--- config.mk ---
export PLATFORM = sky130hd
export DESIGN_NAME = risc_ctrl_unit_p
export DESIGN_NICKNAME = d
export VERILOG_FILES = /design/src/rtl/risc_ctrl_pkg.sv /design/src/rtl/risc_reg_onehot.sv /design/src/rtl/risc_ctrl_unit_p.sv
export SDC_FILE = /design/constraint.sdc
export NUM_CORES = 1
export LEC_CHECK = 0
export ABC_AREA = 1
export CORE_UTILIZATION = 30
export DETAILED_ROUTE_END_ITERATION = 6
export SYNTH_ARGS = -nofsm -noshare
export SYNTH_HDL_FRONTEND = slang
export SYNTH_HIERARCHICAL = 1
export SYNTH_SLANG_ARGS = --single-unit
--- constraint.sdc ---
create_clock -name clk -period 3.4 [get_ports clk]
set_input_delay 0.51 -clock clk [delete_from_list [all_inputs] [get_ports clk]]
set_output_delay 0.51 -clock clk [all_outputs]
set_load 0.05 [all_outputs]
--- src/rtl/risc_ctrl_pkg.sv ---
// Shared opcodes, FSM states and Bus_2 select codes for the RISC-SPM controller.
package risc_ctrl_pkg;

    localparam logic [3:0] OP_NOP  = 4'd0;
    localparam logic [3:0] OP_ADD  = 4'd1;
    localparam logic [3:0] OP_SUB  = 4'd2;
    localparam logic [3:0] OP_AND  = 4'd3;
    localparam logic [3:0] OP_NOT  = 4'd4;
    localparam logic [3:0] OP_RD   = 4'd5;
    localparam logic [3:0] OP_WR   = 4'd6;
    localparam logic [3:0] OP_BR   = 4'd7;
    localparam logic [3:0] OP_BRZ  = 4'd8;
    localparam logic [3:0] OP_HALT = 4'd9;

    localparam logic [1:0] BUS2_ALU  = 2'd0;
    localparam logic [1:0] BUS2_BUS1 = 2'd1;
    localparam logic [1:0] BUS2_MEM  = 2'd2;

    typedef enum logic [3:0] {
        S_IDLE, S_FET1, S_FET2, S_DEC, S_EX1,
        S_RD1, S_RD2, S_WR1, S_WR2, S_BR1, S_BR2, S_HALT
    } state_t;

endpackage

--- src/rtl/risc_reg_onehot.sv ---
// Binary register index plus enable to a one-hot register load vector.
module risc_reg_onehot #(
    parameter int NUM_REGS = 4,
    localparam int RW = $clog2(NUM_REGS)
) (
    input  logic [RW-1:0]       idx,
    input  logic                en,
    output logic [NUM_REGS-1:0] onehot
);

    genvar gi;
    generate
        for (gi = 0; gi < NUM_REGS; gi++) begin : g_dec
            assign onehot[gi] = en && (idx == RW'(gi));
        end
    endgenerate

endmodule

--- src/rtl/risc_ctrl_unit_p.sv ---
// Parametrised RISC-SPM control FSM with memory wait states, HALT and illegal-opcode trap.
// Optional macro CTRL_SINGLE_STEP_EN adds a 'step' input gating progress out of FET1.
module risc_ctrl_unit_p
    import risc_ctrl_pkg::*;
#(
    parameter int NUM_REGS = 4,
    localparam int RW  = $clog2(NUM_REGS),
    localparam int IW  = 4 + 2*RW,
    localparam int S1W = $clog2(NUM_REGS+1)
) (
    input  logic                clk,
    input  logic                rst,
`ifdef CTRL_SINGLE_STEP_EN
    input  logic                step,
`endif
    input  logic [IW-1:0]       instruction,
    input  logic                zflag,
    input  logic                mem_ready,
    output logic [NUM_REGS-1:0] load_r,
    output logic                load_pc,
    output logic                inc_pc,
    output logic                load_ir,
    output logic                load_add_r,
    output logic                load_reg_y,
    output logic                load_reg_z,
    output logic                write,
    output logic [S1W-1:0]      sel_bus1,
    output logic [1:0]          sel_bus2,
    output logic                halted,
    output logic                err
);

    localparam logic [S1W-1:0] SEL_PC = S1W'(NUM_REGS);

    state_t state_reg, state_next;
    logic   err_reg, err_next;
    logic   ld_en;
    logic   step_ok;

    logic [3:0]     opcode;
    logic [RW-1:0]  src, dst;
    logic [S1W-1:0] src_sel, dst_sel;

    assign opcode  = instruction[IW-1:IW-4];
    assign src     = instruction[2*RW-1:RW];
    assign dst     = instruction[RW-1:0];
    assign src_sel = {{(S1W-RW){1'b0}}, src};
    assign dst_sel = {{(S1W-RW){1'b0}}, dst};
    assign err     = err_reg;

`ifdef CTRL_SINGLE_STEP_EN
    assign step_ok = step;
`else
    assign step_ok = 1'b1;
`endif

    always_ff @(posedge clk or negedge rst) begin
        if (!rst) begin
            state_reg <= S_IDLE;
            err_reg   <= 1'b0;
        end else begin
            state_reg <= state_next;
            err_reg   <= err_next;
        end
    end

    // Strobes depend on state and, in wait states, on mem_ready so each fires once per access.
    always_comb begin
        state_next = state_reg;
        err_next   = err_reg;
        ld_en      = 1'b0;
        load_pc    = 1'b0;
        inc_pc     = 1'b0;
        load_ir    = 1'b0;
        load_add_r = 1'b0;
        load_reg_y = 1'b0;
        load_reg_z = 1'b0;
        write      = 1'b0;
        sel_bus1   = '0;
        sel_bus2   = BUS2_ALU;
        halted     = 1'b0;
        case (state_reg)
            S_IDLE: state_next = S_FET1;
            S_FET1: if (step_ok) begin
                sel_bus1   = SEL_PC;
                sel_bus2   = BUS2_BUS1;
                load_add_r = 1'b1;
                state_next = S_FET2;
            end
            S_FET2: begin
                sel_bus2 = BUS2_MEM;
                if (mem_ready) begin
                    load_ir    = 1'b1;
                    inc_pc     = 1'b1;
                    state_next = S_DEC;
                end
            end
            S_DEC: case (opcode)
                OP_NOP: state_next = S_FET1;
                OP_ADD, OP_SUB, OP_AND: begin
                    sel_bus1   = src_sel;
                    sel_bus2   = BUS2_BUS1;
                    load_reg_y = 1'b1;
                    state_next = S_EX1;
                end
                OP_NOT: begin
                    sel_bus1   = src_sel;
                    sel_bus2   = BUS2_ALU;
                    load_reg_z = 1'b1;
                    ld_en      = 1'b1;
                    state_next = S_FET1;
                end
                OP_RD, OP_WR, OP_BR: begin
                    sel_bus1   = SEL_PC;
                    sel_bus2   = BUS2_BUS1;
                    load_add_r = 1'b1;
                    state_next = (opcode == OP_RD) ? S_RD1 :
                                 (opcode == OP_WR) ? S_WR1 : S_BR1;
                end
                OP_BRZ: begin
                    if (zflag) begin
                        sel_bus1   = SEL_PC;
                        sel_bus2   = BUS2_BUS1;
                        load_add_r = 1'b1;
                        state_next = S_BR1;
                    end else begin
                        state_next = S_FET1;
                    end
                end
                OP_HALT: state_next = S_HALT;
                default: begin
                    err_next   = 1'b1;
                    state_next = S_HALT;
                end
            endcase
            S_EX1: begin
                sel_bus1   = dst_sel;
                sel_bus2   = BUS2_ALU;
                load_reg_z = 1'b1;
                ld_en      = 1'b1;
                state_next = S_FET1;
            end
            S_RD1, S_WR1: begin
                sel_bus2 = BUS2_MEM;
                if (mem_ready) begin
                    load_add_r = 1'b1;
                    inc_pc     = 1'b1;
                    state_next = (state_reg == S_RD1) ? S_RD2 : S_WR2;
                end
            end
            S_RD2: begin
                sel_bus2 = BUS2_MEM;
                if (mem_ready) begin
                    ld_en      = 1'b1;
                    state_next = S_FET1;
                end
            end
            S_WR2: begin
                sel_bus1 = src_sel;
                write    = 1'b1;
                if (mem_ready) state_next = S_FET1;
            end
            S_BR1: begin
                sel_bus2 = BUS2_MEM;
                if (mem_ready) begin
                    load_add_r = 1'b1;
                    state_next = S_BR2;
                end
            end
            S_BR2: begin
                sel_bus2 = BUS2_MEM;
                if (mem_ready) begin
                    load_pc    = 1'b1;
                    state_next = S_FET1;
                end
            end
            S_HALT:  halted = 1'b1;
            default: state_next = S_IDLE;
        endcase
    end

    risc_reg_onehot #(.NUM_REGS(NUM_REGS)) u_onehot (
        .idx    (dst),
        .en     (ld_en),
        .onehot (load_r)
    );

endmodule
## Yosys cells after proc, flatten, opt, wreduce, memory -nomap -nowiden

Cells that the tools add are included.

| cells by class | value |
|---|---|
| equal/unequal tests | 27 |
| multiplexer cells | 30 |
| bitwise logic cells | 2 |
| reductions and logical operators | 21 |

Operators by type and width:

| kind | number |
|---|---|
| $eq A4 B3 Y1 const B | 8 |
| $mux W4 | 8 |
| $pmux W4 S8 | 1 |
| $eq A4 B4 Y1 const B | 6 |
| $eq A4 B2 Y1 const B | 4 |
| $pmux W4 S4 | 1 |
| $reduce_or A3 Y1 | 5 |
| $pmux W3 S4 | 1 |
| $reduce_or A6 Y1 | 2 |
| $mux W1 | 11 |
| $reduce_or A10 Y1 | 1 |
| $pmux W3 S3 | 1 |
| $eq A4 B1 Y1 const B | 2 |
| $logic_not A4 Y1 | 2 |
| $ne A2 B2 Y1 const B | 3 |
| $pmux W1 S2 | 3 |
| $pmux W1 S3 | 2 |
| $pmux W2 S3 | 1 |
| $reduce_or A2 Y1 | 3 |
| $reduce_and A5 Y1 | 1 |
| $eq A2 B2 Y1 const B | 2 |
| $logic_and A1 B1 Y1 | 4 |
| $reduce_or A4 Y1 | 1 |
| $mux W3 | 1 |
| other kinds (5) | 6 |

| storage, ports and cells | value |
|---|---|
| bits in registers | 5 |
| bits of input ports | 12 |
| output and inout bits | 18 |

## Logic depth before layout (Yosys ltp)

Gate-level depths: netlist of the first run.

| depth | value |
|---|---|
| depth in word-level cells | 5 |
| depth in mapped cells | 9 |
| gate-level depth less buffers | 9 |

## Modules after synthesis

Netlist of the first run, hierarchy kept.

By module, submodules not included:

| module | instances | cells an instance | area each (µm²) | sequential area each (µm²) |
|---|---|---|---|---|
| risc_ctrl_unit_p | 1 | 121 | 625.6 | 125.1 |
| risc_reg_onehot | 1 | 8 | 30.0 | 0.0 |

## Least setup slack after synthesis of the first run

No wires, ideal clock.

| timing path | value |
|---|---|
| kind | input to output |
| start point | input port instruction[4] |
| end point | output port sel_bus1[0] |
| arrival time | 2.725 ns |
| data required time | 2.890 ns |
| path slack | 0.165 ns |
| stages on the path | 6 |
| buffers on the path | 0 |
| cell sequence | nor2_1 > nor2_1 > nand2_1 > nor2_1 > nor3_1 > o21ai_0 |

| between the ends | value |
|---|---|
| longest elaborated chain between the ends | 4 |
| elaborated cells on any way between the ends | 12 |
| those cells by class | eq/ne (8); mux (2); reduce/logical (2) |

Ends and longest elaborated chain:

| item | RTL line | RTL |
|---|---|---|
| start, declared | risc_ctrl_unit_p.sv:16 | `input logic [IW-1:0] instruction,` |
| $eq A4 B3 Y1, or another cell as far along | risc_ctrl_unit_p.sv:98 | `S_DEC: case (opcode)` |
| $reduce_or A4 Y1 (no source line) / $reduce_or A3 Y1 (equally long branches) | n/a |  |
| $pmux W3 S3 (*) | risc_ctrl_unit_p.sv:98 |  |
| $pmux W3 S4 (*) | risc_ctrl_unit_p.sv:82 | `case (state_reg)` |
| end, declared | risc_ctrl_unit_p.sv:27 | `output logic [S1W-1:0] sel_bus1,` |

Every way passes the cells marked *; elsewhere a longest branch is shown, timed or not.

## Worst setup path in the final report of the first run

| timing path | value |
|---|---|
| start point | input port instruction[5] |
| end point | output port load_reg_y |

| between the ends | value |
|---|---|
| longest elaborated chain between the ends | 4 |
| elaborated cells on any way between the ends | 6 |
| those cells by class | eq/ne (3); mux (2); reduce/logical (1) |

Ends and longest elaborated chain:

| item | RTL line | RTL |
|---|---|---|
| $eq A4 B1 Y1 / $eq A4 B2 Y1 (equally long branches) | risc_ctrl_unit_p.sv:98 |  |
| $reduce_or A3 Y1 (*) | n/a |  |
| $mux W1 (*) | risc_ctrl_unit_p.sv:98 |  |
| $mux W1 (*) | risc_ctrl_unit_p.sv:82 |  |
| end, declared | risc_ctrl_unit_p.sv:24 | `output logic load_reg_y,` |

Marks and branches as above.

==> impl_metrics.csv, run 1 <==
group,metric,value,unit
global_route,grt_overflow_total,0,
worst_setup_path,critPathKind,"in -> out",
flow_run,cap_violations,0,
global_route,grt_usage,16.12,%
clock_network,insertion_delay,0.24,ns
worst_setup_path,path_cells,"clkdlybuf4s50_1 > nor2_1 > nor2_1 > nand2_1 > nor2_1 > clkdlybuf4s50_1",
clock_network,cts_resized,0,
worst_setup_path,ff2ff_path_depth,9,
global_route,grt_max_degree,9,
logic_synthesis,synth-seq-cells,5,
route,wl_per_cell,9.646,um
route,vias,867,
logic_synthesis,yosysTopAreaCell,"nand2_1",
worst_setup_path,startpoint,"instruction[5]",
worst_setup_path,cp_max_fo,4,
sta,setup_violations,0,
run_status,status,"finished clean",
logic_synthesis,yosysSeqAreaShare,19.08,%
worst_setup_path,r2r-end,"state_reg[0]",
worst_setup_path,worstSetupStartpointType,"primary input",
final_layout,final_core_util,49.50,%
final_layout,drive_gt1_share,11.73,%
die,core_area,0.002002,mm2
sta,report.final.hold_viol_count,0,
worst_setup_path,r2r_start,"state_reg[0]",
route,vias_per_cell,4.587,
die,fp.dieW,48.75,um
global_route,antenna_found_initial,0,
worst_setup_path,cp.arrival,2.47,ns
hold_path,hold_class,"in -> async",
logic_synthesis,synth_top_cell_area_share,26.34,%
sta,fin_tns_setup,0,ns
pwr,p_int,0.3410,mW
final_layout,final_common_cell,"nand2_1",
final_layout,nets,175,
pwr,leakagePower,0.5408,nW
global_route,first_global_vias,741,
final_layout,final_area,991.0,um2
route,drc_errors,0,
logic_synthesis,synthesis.area,655.6,um2
die,initial_core_util,32.75,%
pwr,power.share.combinational,77.8,%
clock_network,cts_num_sinks,5,
clock_network,htreeDepth,1,
sta,slew_viol_final,0,
logic_synthesis,avgSynthCellArea,5.082,um2
logic_synthesis,yosys-top-cells-area,"nand2_1, dfrtp_1, inv_1",
logic_synthesis,synth_warnings,6,
clock_network,cts_tree,"done",
sta,fin_ws,0.4183,ns
logic_synthesis,yosysUniqueCellTypes,16,
sta,period_needed,2.982,ns
final_layout,layout_common_cells,"nand2_1, clkdlybuf4s50_1, inv_1, nor2_1, nand3_1",
logic_synthesis,synthCells,129,
die,num_io_pins,30,
logic_synthesis,synth_fp_nets,141,
pwr,power_frac_clock,8.0,%
sta,worstMarginPinSlew,0.5023,ns
die,die_h,48.75,um
worst_setup_path,cp-end-kind,"output port",
route,drt-pass1-iter-count,4,
pwr,net-switching-power,0.5049,mW
final_layout,ff_latch_area,125.1,um2
worst_setup_path,r2r_setup_slack,2.01,ns
clock_network,clock-root-buffer,"clkbuf_4",
sta,relSlewSlack,66.41,%
clock_network,numCtsBuffers,3,
clock_network,cts.clk_slew.worst_paths,0.04,ns
die,num_rows,16,
clock_network,clk_path_buf_depth,2,
worst_setup_path,required,2.89,ns
placement,io_buffers,29,
route,drt_iter0_drc,13,
pwr,power_frac_seq,14.1,%
pwr,swShare,59.69,%
final_layout,multi_input_area,444.2,um2
final_layout,area_delta_synth_final,51.14,%
placement,gp_congestion,0.8197,
sta,rsz0062_at_grt,"no",
sta,period_share,87.70,%
worst_setup_path,path_common_cell,"nor2_1",
sta,fin_skew,0.003074,ns
final_layout,nFillCells,222,
route,drt_wl_total,1823,um
pwr,ir_worst_vdd,0.5657,mV
worst_setup_path,crit_slowest_cell,"clkdlybuf4s50_1",
clock_network,cts.hold.buffers_added,0,
placement,pre_cts_ws,0.4282,ns
route,antenna_left,0,
placement,placed_area,964.7,um2
global_route,grt_first_pass_wirelength,3091,um
worst_setup_path,critPathMaxStageDelay,0.84,ns
sta,fmax,335.4,MHz
placement,hpwl,1564,um
die,die_area,0.002377,mm2
clock_network,postCtsSetupBuffers,0,
final_layout,antenna_cells,0,
final_layout,largest_register_ffs,4,
pwr,p_per_area,853.6,mW/mm2
## per-layer routing
| metal | global-route usage, % | wire (um) | part of all wire, % |
|---|---|---|---|
| met4 | 0 | 0 | 0 |
| met1 | 21.18 | 875 | 48 |
| met2 | 27.78 | 866 | 48 |
| met3 | 4.403 | 81 | 4.4 |
| met5 | 0 | 0 | 0 |
## cells in the mapped netlist
library cell   n
nand3_1       15
nand3b_1       1
nand2_2        3
nor3_1         2
nor2_2         4
inv_1         21
nand2_1       46
o21bai_1       1
nand3_2        1
o211ai_1       1
a31oi_1        1
inv_2          2
o21ai_0        4
dfrtp_1        5
nor2_1        21
a21oi_1        1
## stage by stage
| step | cells | power, mW | hold slack, ns |
|---|---|---|---|
| after detailed placement | 185 | 0.7780 | 0.4954 |
| after global routing | 189 | 0.9190 | 0.5017 |
| after CTS | 189 | 0.8518 | 0.4960 |
| after global placement | 185 | 0.7802 | 0.5088 |
| after floorplan | 129 | 0.5861 | 0.2144 |
| final | 189 | 0.8459 | 0.4939 |
## final cells by class
cell class              instances  share of cell area [%]
multi-input cells             101                   44.82
repair buffers                 29                   27.78
flip-flops and latches          5                   12.63
inverters                      23                   8.712
well taps                      27                   3.409
clock buffers                   4                   2.652
## power by group through the flow
| stage | clock, mW | combinational [mW] | sequential (mW) |
|---|---|---|---|
| after floorplan | 0 | 0.463 | 0.123 |
| after global placement | 0 | 0.660 | 0.120 |
| after detailed placement | 0 | 0.659 | 0.119 |
| after CTS | 0.0702 | 0.663 | 0.118 |
| after global routing | 0.0761 | 0.720 | 0.123 |
| final | 0.0681 | 0.658 | 0.119 |
## critical path, delay by kind of cell
family	cells	cell delay (ns)
buf+inv	2	1.36
simple gates	4	0.60
## worst max path at each step
stage                     slack, ns     endpoint  depth (start not counted)
after floorplan                0.16  sel_bus1[0]                          6
after global placement         0.43   load_reg_y                          6
after detailed placement       0.43   load_reg_y                          6
after CTS                      0.43   load_reg_y                          6
after global routing           0.34   load_reg_y                          6
final                          0.42   load_reg_y                          6
## cells by family (layout without fill, tap and decap cells)
kind of cell           Yosys count  in the layout  share of synthesized area, %
AOI/OAI and AO/OA                8              8                         7.062
buffers and inverters           23             56                         13.17
DFF                              5              5                         19.08
and+or+nand+nor                 93             93                         60.69
Note: power is estimated with default switching activity, not from simulation.
==> run 2, diff against run 1 <==
Settings changed: CORE_UTILIZATION 30 to 40, CTS_CLUSTER_DIAMETER from default to 100, PLACE_DENSITY from default to 0.78.
==> impl_metrics.csv, run 2 (synthesis results as in run 1) <==
group,metric,value,unit
run_status,status,"finished clean",
clock_network,numCtsBuffers,3,
die,num_io_pins,30,
worst_setup_path,ff2ff_path_depth,9,
final_layout,drive_gt1_share,11.11,%
route,vias_per_cell,4.978,
pwr,swShare,59.70,%
clock_network,cts_resized,0,
route,drt-pass1-iter-count,4,
clock_network,cts.hold.buffers_added,0,
clock_network,cts_num_sinks,5,
route,drt_iter0_drc,21,
sta,period_share,90.94,%
pwr,leakagePower,0.5388,nW
global_route,grt_first_pass_wirelength,2980,um
route,vias,886,
worst_setup_path,cp_max_fo,4,
sta,fin_skew,0.001932,ns
die,core_area,0.001524,mm2
clock_network,clk_path_buf_depth,2,
route,drt_wl_total,1827,um
global_route,antenna_found_initial,0,
pwr,power_frac_clock,8.3,%
placement,placed_area,953.4,um2
placement,hpwl,1533,um
die,die_area,0.001805,mm2
sta,timing.hold.ws,0.4732,ns
worst_setup_path,critPathKind,"in -> out",
pwr,net-switching-power,0.5063,mW
global_route,busiest_layer,"met2",
final_layout,area_delta_synth_final,49.43,%
clock_network,cts_tree,"done",
hold_path,hold_class,"in -> async",
pwr,p_per_area,865.8,mW/mm2
clock_network,htreeDepth,1,
global_route,grt.met3_usage,8.190,%
clock_network,clock-root-buffer,"clkbuf_4",
route,drc_errors,0,
sta,rsz0062_at_grt,"no",
die,die_h,42.49,um
sta,relSlewSlack,66.59,%
final_layout,layout_common_cells,"nand2_1, clkdlybuf4s50_1, inv_1, nor2_1, nand3_1",
clock_network,postCtsSetupBuffers,0,
global_route,grtUsageMet1,24.01,%
global_route,grt_usage,22.29,%
global_route,grt_max_degree,9,
final_layout,nFillCells,167,
pwr,p_int,0.3419,mW
pwr,power_frac_seq,14.3,%
die,fp.dieW,42.49,um
sta,fin_tns_setup,0,ns
worst_setup_path,worstSetupStartpointType,"primary input",
sta,period_needed,3.092,ns
final_layout,largest_register_ffs,4,
sta,slew_viol_final,0,
sta,report.final.hold_viol_count,0,
final_layout,final_area,979.7,um2
worst_setup_path,r2r_setup_slack,1.99,ns
final_layout,final_core_util,64.29,%
global_route,first_global_vias,734,
pwr,power,0.8482,mW
sta,fmax,323.4,MHz
worst_setup_path,cp-end-kind,"output port",
route,antenna_left,0,
sta,setup_violations,0,
sta,worstMarginPinSlew,0.4995,ns
die,initial_core_util,43.02,%
clock_network,insertion_delay,0.25,ns
flow_run,cap_violations,0,
pwr,ir_worst_vdd,0.5756,mV
global_route,grt_overflow_total,0,
worst_setup_path,cp.arrival,2.58,ns
pwr,power.share.combinational,77.4,%
clock_network,cts.clk_slew.worst_paths,0.04,ns
global_route,gr-usage-met2,39.69,%
route,wl_per_cell,10.26,um
placement,gp_congestion,0.8304,
final_layout,nets,175,
worst_setup_path,required,2.89,ns
placement,io_buffers,29,
final_layout,antenna_cells,0,
die,num_rows,14,
final_layout,final_common_cell,"nand2_1",
[run 2: cell types whose count changed in the layout (fill, tap and decap cells not counted)]
cell,before,now
buf_4,6,5
clkdlybuf4s50_1,23,24
[run 2: cell type report]
cell class / instances / area, um2 / area share [%]
multi-input combinational: 101 / 444.2 / 45.34
sequential: 5 / 125.1 / 12.77
clock buffer: 4 / 26.28 / 2.682
tap: 16 / 20.02 / 2.043
inverter: 23 / 86.33 / 8.812
timing repair buffer: 29 / 277.8 / 28.35
[run 2: worst paths after layout]
path / end / from
setup reg to reg: state_reg[0] / state_reg[3]
min in group clk: err / err
setup / recovery: sel_bus1[1] / instruction[5]
max in group asynchronous: state_reg[0] / rst
hold reg to reg: err / err
hold / removal: state_reg[1] / rst
[run 2: routing by layer]
metal,up-vias,part of all wire (%)
met5,-,0
met3,4,6.6
met1,386,42
met2,31,50
li1,465,-
met4,0,1.8
[run 2: critical path, cell delays in order]
cell and delay [ns]:
clkdlybuf4s50_1 0.52, nor2_1 0.07, nor2_1 0.20, nand2_1 0.11, nor2_1 0.15, nor3_1 0.07, o21ai_0 0.14, clkdlybuf4s50_1 0.82
[run 2: power groups by stage]
stage          clock network, mW  logic (mW)  registers (mW)
2_1_floorplan                  0       0.463           0.123
3_3_place_gp                   0       0.651           0.119
3_5_place_dp                   0       0.657           0.120
4_1_cts                   0.0727       0.660           0.120
5_1_grt                   0.0769       0.715           0.124
6_report                  0.0705       0.657           0.121
[run 2: through the flow]
step           instances  worst slack [ns]
2_1_floorplan        129            0.1646
3_3_place_gp         174            0.3524
3_5_place_dp         174            0.2840
4_1_cts              178            0.2804
5_1_grt              178           0.09133
6_report             178            0.3081
==> run 3, diff against run 2 <==
Settings changed: CORE_ASPECT_RATIO from default to 0.9, CORE_UTILIZATION 40 to 26, PLACE_DENSITY 0.78 to default.
==> impl_metrics.csv, run 3 (synthesis results as in run 1) <==
group,metric,value,unit
sta,period_needed,2.967,ns
sta,rsz0062_at_grt,"no",
die,die_area,0.002727,mm2
sta,fmax,337.0,MHz
clock_network,cts_num_sinks,5,
route,drt_wl_total,1844,um
sta,slew_viol_final,0,
route,drt_iter0_drc,6,
sta,setup_violations,0,
final_layout,area_delta_synth_final,51.14,%
pwr,power_frac_clock,8.2,%
worst_setup_path,worstSetupStartpointType,"primary input",
global_route,grt_first_pass_wirelength,2842,um
placement,io_buffers,29,
hold_path,worstHoldEndpoint,"err",
route,drc_errors,0,
clock_network,postCtsSetupBuffers,0,
pwr,power_frac_seq,14.0,%
worst_setup_path,cp.arrival,2.46,ns
final_layout,final_core_util,43.42,%
final_layout,final_area,991.0,um2
route,vias,844,
pwr,net-switching-power,0.5031,mW
worst_setup_path,required,2.89,ns
route,vias_per_cell,4.466,
global_route,busiest_layer,"met2",
final_layout,final-instance-count-excl-fill,189,
run_status,status,"finished clean",
pwr,p_int,0.3410,mW
clock_network,numCtsBuffers,3,
clock_network,cts.hold.buffers_added,0,
placement,gp_congestion,0.8081,
hold_path,whs_path_depth,1,
placement,hpwl,1567,um
die,num_rows,16,
clock_network,htreeDepth,1,
die,die_h,49.64,um
worst_setup_path,ff2ff_path_depth,7,
global_route,antenna_found_initial,0,
final_layout,antenna_cells,0,
pwr,leakagePower,0.5408,nW
die,num_io_pins,30,
pwr,power.share.combinational,77.8,%
die,fp.dieW,54.93,um
route,drt-pass1-iter-count,4,
placement,dp.cells,185,
global_route,first_global_vias,710,
global_route,grtUsageMet1,17.84,%
final_layout,largest_register_ffs,4,
worst_setup_path,r2r-end,"state_reg[3]",
clock_network,clock-root-buffer,"clkbuf_4",
final_layout,nets,175,
clock_network,clk_path_buf_depth,2,
route,antenna_left,0,
clock_network,cts.clk_slew.worst_paths,0.05,ns
placement,placed_area,964.7,um2
sta,report.final.hold_viol_count,0,
sta,worstMarginPinSlew,0.5056,ns
clock_network,cts_resized,0,
global_route,grt_overflow_total,0,
worst_setup_path,critPathKind,"in -> out",
final_layout,drive_gt1_share,11.73,%
global_route,grt_max_degree,9,
global_route,gr-usage-met2,23.49,%
global_route,grt.met3_usage,2.160,%
hold_path,hp-start,"err",
pwr,ir_worst_vdd,0.6232,mV
worst_setup_path,cp_max_fo,4,
clock_network,insertion_delay,0.24,ns
global_route,grt_usage,13.58,%
clock_network,cts_tree,"done",
die,initial_core_util,28.73,%
sta,period_share,87.27,%
final_layout,layout_common_cells,"nand2_1, clkdlybuf4s50_1, inv_1, nor2_1, nand3_1",
route,wl_per_cell,9.757,um
worst_setup_path,r2r_setup_slack,2.03,ns
die,core_area,0.002282,mm2
flow_run,cap_violations,0,
final_layout,final_common_cell,"nand2_1",
sta,relSlewSlack,66.19,%
sta,fin_tns_setup,0,ns
worst_setup_path,cp-end-kind,"output port",
pwr,power,0.8441,mW
worst_setup_path,r2r_start,"state_reg[2]",
sta,fin_skew,0.003984,ns
pwr,swShare,59.60,%
pwr,p_per_area,851.8,mW/mm2
hold_path,hold_class,"reg -> reg",
[run 3: power by group through the flow]
stage	Sequential (mW)	Clock, mW	Combinational (mW)
2_1_floorplan	0.123	0	0.463
3_3_place_gp	0.119	0	0.658
3_5_place_dp	0.119	0	0.656
4_1_cts	0.118	0.0719	0.659
5_1_grt	0.124	0.0737	0.712
6_report	0.118	0.0695	0.657
[run 3: worst max-delay path by stage]
stage	start	endpoint	slack, ns	depth (start not counted)
global route	instruction[5]	load_reg_y	0.31	6
finish	instruction[5]	load_add_r	0.43	7
global placement	instruction[5]	load_add_r	0.46	7
CTS	instruction[5]	load_add_r	0.42	7
floorplan	instruction[4]	sel_bus1[0]	0.16	6
detailed placement	instruction[5]	load_add_r	0.43	7
[run 3: layer usage]
metal  vias to the layer above  routed length [um]
li1                        468                   -
met1                       346                 864
met2                        30                 874
met3                         0                 106
met4                         0                   0
met5                         -                   0
[run 3: worst max-delay path: stages]
cell and delay (ns):
clkdlybuf4s50_1 0.45, nor2_1 0.20, nand3_1 0.09, nor2_1 0.22
a31oi_1 0.09, nand3_1 0.08, clkdlybuf4s50_1 0.81
[run 3: cell type report]
type                    count  area (um2)
clock buffers               4       26.28
fillers                   242        1291
inverters                  23       86.33
multi-input cells         101       444.2
flip-flops and latches      5       125.1
well taps                  27       33.78
repair buffers             29       275.3
[run 3: through the flow]
stage	setup slack (ns)	hold WS, ns
global route	0.3118	0.4972
global placement	0.4581	0.4771
CTS	0.4180	0.4819
finish	0.4327	0.4709
floorplan	0.1646	0.2144
detailed placement	0.4320	0.4614
